File: config.mk
export PLATFORM = sky130hd
export DESIGN_NAME = roll_judge
export DESIGN_NICKNAME = d
export VERILOG_FILES = /design/src/rtl/roll_judge.sv
export SDC_FILE = /design/constraint.sdc
export NUM_CORES = 1
export LEC_CHECK = 0
export ABC_AREA = 1
export CAP_MARGIN = 25
export CELL_PAD_IN_SITES_DETAIL_PLACEMENT = 1
export CELL_PAD_IN_SITES_GLOBAL_PLACEMENT = 1
export CORE_ASPECT_RATIO = 1.4
export CORE_MARGIN = 3
export CORE_UTILIZATION = 25
export CTS_BUF_LIST = sky130_fd_sc_hd__clkbuf_16
export DETAILED_ROUTE_END_ITERATION = 10
export PLACE_DENSITY_LB_ADDON = 0.1
export SLEW_MARGIN = 25
export SYNTH_ARGS = -nofsm -noshare
export SYNTH_HDL_FRONTEND = slang
export SYNTH_SLANG_ARGS = --single-unit
File: constraint.sdc
create_clock -name i_clk -period 1.9 [get_ports i_clk]
set_input_delay 0.285 -clock i_clk [delete_from_list [all_inputs] [get_ports i_clk]]
set_output_delay 0.285 -clock i_clk [all_outputs]
set_load 0.02 [all_outputs]
File: src/rtl/roll_judge.sv
// rtl/roll_judge.sv - settle detector, guess judge and saturating counters for the LFSR dice generator
// Watches the displayed roll until it holds steady, latches it, and scores one guess per roll.
module roll_judge #(
   parameter int SETTLE_CYCLES = 134217728
) (
   input  logic       i_clk,
   input  logic       i_rst,
   input  logic       i_roll_start,
   input  logic [3:0] i_random,
   input  logic [3:0] i_memory,
   input  logic [3:0] i_guess,
   input  logic       i_guess_valid,
   output logic       o_settled,
   output logic [3:0] o_value,
   output logic       o_repeat,
   output logic       o_result_valid,
   output logic       o_hit,
   output logic [7:0] o_score,
   output logic [7:0] o_rolls
);

   localparam int CW = $clog2(SETTLE_CYCLES);
   localparam logic [CW-1:0] CNT_MAX = CW'(SETTLE_CYCLES - 1);

   typedef enum logic [1:0] {S_IDLE, S_ROLL, S_WAIT, S_RESULT} state_t;

   state_t        state, state_d;
   logic [3:0]    sample, sample_d;
   logic [CW-1:0] cnt, cnt_d;
   logic          settled_d, repeat_d, result_valid_d, hit_d;
   logic [3:0]    value_d;
   logic [7:0]    score_d, rolls_d;
   logic          hit_now;

   assign hit_now = (i_guess == o_value);

   always_comb begin
      state_d        = state;
      sample_d       = sample;
      cnt_d          = cnt;
      settled_d      = o_settled;
      value_d        = o_value;
      repeat_d       = o_repeat;
      result_valid_d = 1'b0;
      hit_d          = o_hit;
      score_d        = o_score;
      rolls_d        = o_rolls;
      case (state)
         S_IDLE: begin
            if (i_roll_start) begin
               state_d  = S_ROLL;
               sample_d = i_random;
               cnt_d    = '0;
            end
         end
         S_ROLL: begin
            // Any movement of the displayed value restarts the stability window.
            if (i_roll_start || (i_random != sample)) begin
               sample_d = i_random;
               cnt_d    = '0;
            end else if (cnt == CNT_MAX) begin
               state_d   = S_WAIT;
               settled_d = 1'b1;
               value_d   = sample;
               repeat_d  = (sample == i_memory);
               rolls_d   = (o_rolls == 8'hFF) ? o_rolls : o_rolls + 8'd1;
            end else begin
               cnt_d = cnt + CW'(1);
            end
         end
         S_WAIT, S_RESULT: begin
            // A new roll forfeits any pending guess, including one in the same cycle.
            if (i_roll_start) begin
               state_d   = S_ROLL;
               sample_d  = i_random;
               cnt_d     = '0;
               settled_d = 1'b0;
               hit_d     = 1'b0;
               repeat_d  = 1'b0;
            end else if ((state == S_WAIT) && i_guess_valid) begin
               state_d        = S_RESULT;
               hit_d          = hit_now;
               result_valid_d = 1'b1;
               score_d        = (hit_now && (o_score != 8'hFF)) ? o_score + 8'd1 : o_score;
            end
         end
         default: state_d = S_IDLE;
      endcase
   end

   always_ff @(posedge i_clk) begin
      if (i_rst) begin
         state          <= S_IDLE;
         sample         <= '0;
         cnt            <= '0;
         o_settled      <= 1'b0;
         o_value        <= '0;
         o_repeat       <= 1'b0;
         o_result_valid <= 1'b0;
         o_hit          <= 1'b0;
         o_score        <= '0;
         o_rolls        <= '0;
      end else begin
         state          <= state_d;
         sample         <= sample_d;
         cnt            <= cnt_d;
         o_settled      <= settled_d;
         o_value        <= value_d;
         o_repeat       <= repeat_d;
         o_result_valid <= result_valid_d;
         o_hit          <= hit_d;
         o_score        <= score_d;
         o_rolls        <= rolls_d;
      end
   end

endmodule

==> results.json <==
{
  "status": "finished clean",
  "finalHoldViolCount": 0,
  "slew_violations": 0,
  "final_cell_count_no_fill": 821,
  "area_growth_pct": 39.7,
  "grt_setup_unrepaired": "yes",
  "max_clock_freq_mhz": 562,
  "setup_tns_ns": 0,
  "placed_cells": 804,
  "vias_per_cell": 4.63,
  "cts.hold.buffers_added": 0,
  "crit_path_start_kind": "flop",
  "worst-path-buf-inv": 1,
  "synthFlopType": "dfxtp_1",
  "fin_util_pct": 36.2,
  "clock_latency_ns": 0.34,
  "synth_seq_cells": 57,
  "htree_levels": 3,
  "clk_path_buf_depth": 2,
  "synthTopCellsByArea": "dfxtp_1 32%, nand2_1 16%, nor2_1 8.0%, nand3_1 5.8%, inv_1 5.3%",
  "drtIter0Drc": 102,
  "grt_use_total_pct": 16.4,
  "vdd_drop_max_uv": 358,
  "grt_pass1_wl_um": 20100,
  "cp_data_arrival_time_ns": 2.04,
  "postLayoutCellArea_sq_um": 4910,
  "worstPathMaxFanout": 20,
  "fill_cells": 1751,
  "dpl.hpwl_um": 9450,
  "place_area_sq_um": 4510,
  "synth_top_cell_area_share_pct": 32.5,
  "hold_start": "cnt[26]$_SDFFE_PP0P_",
  "cp_slowest_cell": "dfxtp_1",
  "gp_congestion": 0.751,
  "grt_max_degree": 40,
  "first_global_vias": 4053,
  "slowest_delay_ns": 0.43,
  "critPathTopFamily": "simple AND/OR/NAND/NOR gates",
  "cp.required_ns": 2.16,
  "setup_ws_ns": 0.120,
  "hold_path.class": "flop to flop",
  "p_leak_uw": 0.00190,
  "r2r_slack_ns": 0.12,
  "diodes": 0,
  "design.portCount": 40,
  "synth-seq-area-share_pct": 32.5,
  "synthArstFlopShare_pct": 0,
  "dieArea_sq_um": 15500,
  "avgSynthCellArea_sq_um": 6.51,
  "die_h_um": 146,
  "synthTopCellsByCount": "149 x nand2_1, 75 x nor2_1, 57 x dfxtp_1",
  "cp-startpoint": "cnt[5]$_SDFFE_PP0P_",
  "end_kind": "flop",
  "cp-endpoint": "cnt[20]$_SDFFE_PP0P_",
  "cp_cell_sequence": "nand2_2 > nor2_4 > nand2_4 > nor2_8 > nand3_4 > o21ai_4 > buf_12 > nand2_1 > a21oi_2",
  "setup_violations": 0,
  "cts_tree": "done",
  "yosys_warnings": 0,
  "fin_crit_ns": 1.78,
  "worst_slew_pin_slew_ns": 0.596,
  "dr.pass1.iters": 4,
  "synth_edf_count": 0,
  "drv_cap": 0,
  "route.vias.total": 3804,
  "die_x_um": 106,
  "cts_made_buffers": 9,
  "num_rows": 50,
  "netlist_area_sq_um": 3520,
  "grt_antenna_before_repair": 0,
  "clk_pin_slew_ns": 0.06,
  "syn_nets": 559,
  "drc": 0,
  "synth_top_cell_by_area": "dfxtp_1",
  "yosysMostFrequentCell": "nand2_1",
  "io_buffers": 39,
  "core_area_sq_um": 13600,
  "cts.sinks": 57,
  "slew_headroom_pct": 60.2,
  "fin_crit_sh_pct": 93.7,
  "fin_worst_skew_ns": 0.00653,
  "pre_cts_ws_ns": -0.193,
  "grt-ovfl-total": 0,
  "crit_type": "flop to flop",
  "post_drt_wl_per_cell_um": 14.8,
  "drive_gt1_share_pct": 19.9,
  "fin_nets": 653,
  "path_depth": 9,
  "start_util_pct": 25.9,
  "clockRootBuffer": "clkbuf_16",
  "reg2reg_to": "cnt[20]$_SDFFE_PP0P_",
  "ant_nets": 0,
  "synthCells": 540,
  "reg2reg_from": "cnt[5]$_SDFFE_PP0P_",
  "ys_types": 33,
  "power.density_nw_per_um2": 696,
  "wl_um": 12200,
  "rr_worst_depth": 9
}
==> cell type report <==
class | instances | area [sq um] | area share, %
timing repair buffer | 92 | 821 | 16.7
clock inverter | 7 | 119 | 2.42
tap | 182 | 228 | 4.64
inverter | 52 | 195 | 3.97
sequential | 57 | 1140 | 23.3
clock buffer | 9 | 225 | 4.58
multi-input combinational | 422 | 2180 | 44.4
==> timing repair <==
item                                    4_1_cts  5_1_grt
setup buffers                                 0        1
endpoints found under the setup margin        6       19
gates resized for setup                       2       14
pin swaps                                     0        2
==> stage by stage <==
stage               total power [uW]  hold WS, ns
detailed placement              1530        0.469
global route                    3580        0.497
CTS                             3480        0.478
global placement                1530        0.451
floorplan                       1390        0.364
finish                          3420        0.467
==> flip-flops by register name, summed over array words and instances (netlist names) <==
| register | flops |
|---|---|
| sample | 4 |
| state | 2 |
| o_hit | 1 |
| o_repeat | 1 |
| cnt | 27 |
| o_result_valid | 1 |
| o_rolls | 8 |
| o_score | 8 |
| o_settled | 1 |
| o_value | 4 |
==> worst min path at each step <==
stage                                           end  cells after the start
after floorplan           o_result_valid$_SDFF_PP0_                      1
after global placement         cnt[26]$_SDFFE_PP0P_                      2
after detailed placement       cnt[26]$_SDFFE_PP0P_                      2
after CTS                      cnt[26]$_SDFFE_PP0P_                      2
after global routing           cnt[26]$_SDFFE_PP0P_                      2
final                          cnt[26]$_SDFFE_PP0P_                      2
==> per-layer routing <==
metal,global-route usage [%],wire (um),up-vias,part of all wire (%)
met3,3.72,384,12,3.2
li1,-,-,1940,-
met1,19.4,5220,1800,43
met5,0,0,-,0
met4,4.86,179,0,1.5
met2,29.4,6400,52,53
==> layout by cell type, fill, tap and decap left out, types with 14 or more instances in the layout <==
cell / n
a21oi_1: 31
a21oi_2: 14
buf_4: 50
clkdlybuf4s50_1: 38
dfxtp_1: 54
inv_1: 50
nand2_1: 149
nand2_2: 15
nand3_1: 40
nand4_1: 25
nor2_1: 70
==> where the power goes <==
group / total (uW) / switching [uW] / internal (uW)
registers: 1230 / 16.4 / 1210
clock network: 1920 / 636 / 1280
logic: 278 / 166 / 112
==> worst min-delay path: stages, from the launching register on <==
cell	delay, ns
dfxtp_1	0.29
inv_1	0.06
a21oi_1	0.06
==> cell families after synthesis <==
kind of cell | Yosys count | synth area share (%)
XOR/XNOR | 21 | 5.23
flip-flops | 57 | 32.5
AO/OA/AOI/OAI | 62 | 10.6
adder cells (fa/ha/maj) | 3 | 1.07
AND/OR/NAND/NOR | 336 | 43.7
buffers and inverters | 61 | 6.94
(Power assumes the default switching activity.)
